`config.mk`:
```
export PLATFORM = sky130hd
export DESIGN_NAME = bcd_clock_counter
export DESIGN_NICKNAME = d
export VERILOG_FILES = /design/src/rtl/bcd_clock_counter.sv
export SDC_FILE = /design/constraint.sdc
export NUM_CORES = 1
export LEC_CHECK = 0
export ABC_AREA = 0
export CAP_MARGIN = 30
export CORE_MARGIN = 5
export CORE_UTILIZATION = 60
export DETAILED_ROUTE_END_ITERATION = 8
export GPL_TIMING_DRIVEN = 1
export MAX_ROUTING_LAYER = met4
export PLACE_DENSITY = 0.83
export SLEW_MARGIN = 25
export SYNTH_ARGS = -nofsm -noshare
export SYNTH_HDL_FRONTEND = slang
export SYNTH_SLANG_ARGS = --single-unit
```
`constraint.sdc`:
```
create_clock -name clk -period 13 [get_ports clk]
set_clock_uncertainty 0.05 [all_clocks]
set_input_delay 2.6 -clock clk [delete_from_list [all_inputs] [get_ports clk]]
set_output_delay 2.6 -clock clk [all_outputs]
set_load 0.01 [all_outputs]
```
`src/rtl/bcd_clock_counter.sv`:
```
// BCD hh:mm:ss time-of-day counter with 12/24h presentation, validated load and field adjust.
// Define CLOCK_ALARM_EN to enable the hh:mm alarm pulse; otherwise alarm_match is tied low.
module bcd_clock_counter #(
  parameter logic [23:0] RESET_TIME_BCD   = 24'h120000,
  parameter bit          MODE_24H_DEFAULT = 1'b0
) (
  input  logic        clk,
  input  logic        rst,
  input  logic        tick,
  input  logic        mode_24h,
  input  logic        load_new,
  input  logic [23:0] time_to_load_bcd,
  input  logic        load_pm,
  input  logic [1:0]  adjust_field,
  input  logic        adjust_up,
  input  logic        adjust_down,
  output logic [23:0] time_bcd,
  output logic        pm,
  output logic        minute_carry,
  output logic        hour_carry,
  output logic        day_carry,
  output logic        load_error,
  input  logic [15:0] alarm_hhmm_bcd,
  input  logic        alarm_arm,
  output logic        alarm_match
);

  localparam int unsigned FW = 8;
  localparam logic [FW-1:0] SEC_MAX = FW'(59);
  localparam logic [FW-1:0] MIN_MAX = FW'(59);
  localparam logic [FW-1:0] HR_MAX  = FW'(23);
  localparam bit unused_mode_default = MODE_24H_DEFAULT;

  function automatic logic [FW-1:0] to_bin(input logic [FW-1:0] b);
    return FW'(b[7:4]) * FW'(10) + FW'(b[3:0]);
  endfunction

  function automatic logic [FW-1:0] to_bcd(input logic [FW-1:0] x);
    logic [3:0] t;
    t = 4'(x / FW'(10));
    return {t, 4'(x - FW'(t) * FW'(10))};
  endfunction

  // Wrap-around step within one field, no carry out.
  function automatic logic [FW-1:0] step(input logic [FW-1:0] v, input logic [FW-1:0] max_v,
                                         input logic up);
    if (up) return (v == max_v) ? '0 : v + FW'(1);
    return (v == '0) ? max_v : v - FW'(1);
  endfunction

  logic [FW-1:0] hh, mm, ss;
  logic [FW-1:0] hh_b, mm_b, ss_b, hh12_b;
  logic [FW-1:0] tk_hh, tk_mm, tk_ss;
  logic [FW-1:0] ld_hb, ld_hb24, ld_hh;
  logic          ss_wrap, mm_wrap, hh_wrap;
  logic          digits_ok, ld_ok;
  logic          adj_cycle;

  assign hh_b = to_bin(hh);
  assign mm_b = to_bin(mm);
  assign ss_b = to_bin(ss);

  // Presentation: internal 24h state mapped to 12h view on demand.
  always_comb begin
    hh12_b = hh_b;
    if (hh_b == '0) hh12_b = FW'(12);
    else if (hh_b > FW'(12)) hh12_b = hh_b - FW'(12);
    time_bcd = mode_24h ? {hh, mm, ss} : {to_bcd(hh12_b), mm, ss};
    pm       = (hh_b >= FW'(12));
  end

  // Load validation and 12h-to-24h conversion.
  always_comb begin
    digits_ok = 1'b1;
    for (int i = 0; i < 6; i++) begin
      if (time_to_load_bcd[i*4 +: 4] > 4'd9) digits_ok = 1'b0;
    end
    ld_hb = to_bin(time_to_load_bcd[23:16]);
    ld_ok = digits_ok && (time_to_load_bcd[15:12] <= 4'd5) && (time_to_load_bcd[7:4] <= 4'd5)
            && (mode_24h ? (ld_hb <= HR_MAX) : (ld_hb >= FW'(1) && ld_hb <= FW'(12)));
    if (mode_24h)               ld_hb24 = ld_hb;
    else if (ld_hb == FW'(12))  ld_hb24 = load_pm ? FW'(12) : '0;
    else                        ld_hb24 = load_pm ? ld_hb + FW'(12) : ld_hb;
    ld_hh = to_bcd(ld_hb24);
  end

  assign ss_wrap   = (ss == 8'h59);
  assign mm_wrap   = (mm == 8'h59);
  assign hh_wrap   = (hh == 8'h23);
  assign tk_ss     = to_bcd(step(ss_b, SEC_MAX, 1'b1));
  assign tk_mm     = ss_wrap ? to_bcd(step(mm_b, MIN_MAX, 1'b1)) : mm;
  assign tk_hh     = (ss_wrap && mm_wrap) ? to_bcd(step(hh_b, HR_MAX, 1'b1)) : hh;
  assign adj_cycle = (adjust_field != 2'b00) && (adjust_up || adjust_down);

  // Priority: rst > load > adjust > tick; pulses default low every cycle.
  always_ff @(posedge clk) begin
    minute_carry <= 1'b0;
    hour_carry   <= 1'b0;
    day_carry    <= 1'b0;
    load_error   <= 1'b0;
    if (rst) begin
      {hh, mm, ss} <= RESET_TIME_BCD;
    end else if (load_new) begin
      if (ld_ok) begin
        hh <= ld_hh;
        mm <= time_to_load_bcd[15:8];
        ss <= time_to_load_bcd[7:0];
      end else begin
        load_error <= 1'b1;
      end
    end else if (adj_cycle) begin
      if (adjust_up ^ adjust_down) begin
        case (adjust_field)
          2'd1:    ss <= to_bcd(step(ss_b, SEC_MAX, adjust_up));
          2'd2:    mm <= to_bcd(step(mm_b, MIN_MAX, adjust_up));
          2'd3:    hh <= to_bcd(step(hh_b, HR_MAX, adjust_up));
          default: ;
        endcase
      end
    end else if (tick) begin
      ss           <= tk_ss;
      mm           <= tk_mm;
      hh           <= tk_hh;
      minute_carry <= ss_wrap;
      hour_carry   <= ss_wrap && mm_wrap;
      day_carry    <= ss_wrap && mm_wrap && hh_wrap;
    end
  end

`ifdef CLOCK_ALARM_EN
  // Only a tick that lands on hh:mm:00 fires the alarm.
  always_ff @(posedge clk) begin
    if (rst) alarm_match <= 1'b0;
    else     alarm_match <= !load_new && !adj_cycle && tick && alarm_arm
                            && ({tk_hh, tk_mm, tk_ss} == {alarm_hhmm_bcd, 8'h00});
  end
`else
  logic unused_alarm;
  assign unused_alarm = ^{alarm_hhmm_bcd, alarm_arm};
  assign alarm_match  = 1'b0;
`endif

endmodule

```
==> results.py <==
metrics = {
    "outcome": {
        "status": "completed",
    },
    "route": {
        "routed_via_density": 6.77,
        "antenna_left": 0,
        "routed_wl_um": 26100,
        "routedWlPerCell_um": 18.1,
        "dr.pass1.iters": 5,
        "drt_iter0_markers": 1162,
        "drc": 0,
        "via_count": 9762,
    },
    "power": {
        "p_clk_frac": 0.040,
        "vdd_drop_max_mv": 0.127,
        "p_leak_nw": 3.65,
        "power_mw": 2.37,
        "power_switching_mw": 1.34,
        "combPwrFrac": 0.909,
        "p_seq_frac": 0.051,
        "p_int_mw": 1.03,
        "p_per_area_nw_per_um2": 249,
        "p_sw_frac": 0.566,
    },
    "sta": {
        "min_period_ns": 9.79,
        "tns_ns": 0,
        "timing.final.ws_setup_ns": 3.21,
        "worstMarginPinSlew_ns": 0.913,
        "slew_headroom": 0.391,
        "hold_violations": 0,
        "finalCritPeriodShare": 0.753,
        "rsz0062_at_grt": "no",
        "fmax_mhz": 102,
        "finalSetupViolations": 0,
        "drv_slew": 0,
    },
    "logic_synthesis": {
        "synthArstFlopShare": 0,
        "synth_edf_count": 0,
        "ys_seq_area_frac": 0.0642,
        "yosysWarnings": 0,
        "synthesis.area_um2": 8740,
        "ys_ff_latch": 28,
        "synth_top_area_share": 0.0902,
        "syn_inst": 1241,
        "synth.area.top_cells": "ha_1 9.0%, dfxtp_1 6.4%, xnor2_1 5.7%, a21oi_1 5.6%, nor2_1 4.9%",
        "synthFlopType": "dfxtp_1",
        "synth.distinct_cells": 115,
        "syn_nets": 1371,
        "avgSynthCellArea_um2": 7.04,
        "synth_top_area_cell": "ha_1",
    },
    "clock_network": {
        "post_cts_buffers": 0,
        "cts_resized": 0,
        "htree_levels": 1,
        "cts_buffer_depth": 2,
        "cts_buffers": 3,
        "cts_tree": "done",
        "clock_latency_ns": 0.27,
        "cts_hold_buf": 0,
        "clock-sinks": 28,
        "cts_root_buffer": "clkbuf_16",
        "cts.clk_slew.worst_paths_ns": 0.07,
    },
    "finish": {
        "diodes": 0,
        "layout_commonest_cell": "nor2_1",
        "layout_common_cells": "113 x nor2_1, 101 x nand2_1, 98 x a21oi_1, 76 x o21ai_0",
        "drive_gt1_frac": 0.0739,
        "fin_nets": 1389,
        "n_fill_cell": 1324,
        "finalNonFillerCells": 1442,
        "area_growth_pct": 8.81,
    },
    "placed_design": {
        "hpwl_um": 20600,
        "place_inst": 1437,
        "dp_slack_ns": 3.57,
        "portBuffers": 62,
        "globalplace.congestion": 0.971,
    },
    "flow_run": {
        "drv_cap": 0,
    },
    "die": {
        "start_util": 0.606,
        "num_rows": 44,
        "core-area_um2": 14400,
        "die_w_um": 131,
        "io_pins": 81,
        "die_area_um2": 17100,
        "die_h_um": 131,
    },
    "worst_hold_path": {
        "hp-class": "reg2reg",
    },
    "grt": {
        "first_global_vias": 8656,
        "grt_pass1_wl_um": 42000,
        "antenna_found_initial": 0,
        "grtUsageTotal": 0.302,
        "grt_overflow_total": 0,
        "grt_max_degree": 52,
    },
    "worst_setup_path": {
        "end_kind": "output port",
        "worstPathRequired_ns": 10.35,
        "path_max_fanout": 12,
        "critical_path_class": "reg2out",
        "start_kind": "flip-flop",
        "arrival_ns": 7.14,
    },
}
## sequential cells by signal, summed over array words and instances, names as in the netlist
signal	cells
day_carry	1
hh	8
hour_carry	1
load_error	1
minute_carry	1
mm	8
ss	8
## per-layer routing
metal,share of wire,GRT usage,wire (um),vias to the layer above
met5,0,-,0,-
li1,-,-,-,4752
met1,0.44,0.409,11600,4527
met4,0.035,0.103,920,0
met2,0.46,0.484,12000,417
met3,0.061,0.0114,1590,66
## power groups by stage
| stage | clock network (mW) | registers, mW | logic (mW) |
|---|---|---|---|
| 5_1_grt | 0.0996 | 0.122 | 2.37 |
| 2_1_floorplan | 0 | 0.116 | 1.63 |
| 3_5_place_dp | 0 | 0.122 | 2.10 |
| 4_1_cts | 0.0962 | 0.120 | 2.11 |
| 6_report | 0.0959 | 0.120 | 2.16 |
| 3_3_place_gp | 0 | 0.121 | 2.07 |
## worst max-delay path: stages, from the launching register on
cell and delay [ns]:
dfxtp_1 0.76, ha_1 0.36, ha_1 0.24, fa_1 0.57
nand2_1 0.11, nor3_1 0.38, o211ai_1 0.27, a211o_1 0.41
a211oi_1 0.33, o211ai_1 0.29, o32a_1 0.41, o221ai_1 0.23
nand3b_1 0.21, inv_1 0.06, ha_1 0.27, nand3b_1 0.07
o21a_1 0.11, o21ai_0 0.10, o21bai_2 0.11, ha_1 0.20
fa_1 0.37, xor2_1 0.18, xnor2_1 0.13, o21ai_0 0.13
clkdlybuf4s50_1 0.56
## Yosys cell counts, types with 6 or more instances
library cell / number
nor2_1: 113
nand2_1: 101
a21oi_1: 98
o21ai_0: 76
ha_1: 63
nor3_1: 63
xnor2_1: 57
nand3_1: 56
inv_1: 49
clkbuf_1: 40
a211oi_1: 38
a21o_1: 28
dfxtp_1: 28
mux2i_1: 23
o211ai_1: 23
xor2_1: 18
a31oi_1: 17
buf_2: 17
nand4_1: 17
fa_1: 16
and3_1: 13
nor4_1: 13
and2_1: 12
a211o_1: 10
or2_2: 10
o22ai_1: 9
a221oi_1: 8
a22oi_1: 8
a311oi_1: 8
nor2b_1: 8
o32ai_1: 8
o311ai_0: 7
o31ai_1: 7
a211oi_2: 6
a32oi_1: 6
or3_1: 6
## final cells by class
class                   instances  area [um^2]  area share
clock buffers                   3         75.1     0.00790
clock inverters                 1         30.0     0.00316
inverters                      52          195      0.0205
multi-input cells            1098         7700       0.810
flip-flops and latches         28          561      0.0590
well taps                     184          230      0.0242
repair buffers                 76          718      0.0755
## path summary, 6_finish.rpt
check / start / endpoint / slack, ns / cells past startpoint
worst max-delay path: hh[7] / time_bcd[19] / 3.21 / 24
worst min-delay path: hh[1] / hh[1] / 0.49 / 1
worst max register to register: hh[7] / hh[2] / 4.94 / 24
worst min register to register: hh[1] / hh[1] / 0.49 / 1
## stage by stage
stage	hold slack (ns)	cell area [um^2]	utilization
global route	0.505	9510	0.659
CTS	0.487	9500	0.659
global placement	0.460	9370	0.650
detailed placement	0.467	9400	0.651
finish	0.491	9510	0.659
floorplan	0.415	8740	-
## cell families after synthesis
family | after synthesis | synth area share
fa+ha+maj | 81 | 0.129
xor+xnor | 83 | 0.0914
simple gates | 452 | 0.254
flops | 28 | 0.0642
mux | 28 | 0.0328
buf+inv | 115 | 0.0548
other cells | 1 | 0.000429
compound gates | 453 | 0.373
No activity file was read; power rests on OpenSTA's default activity.
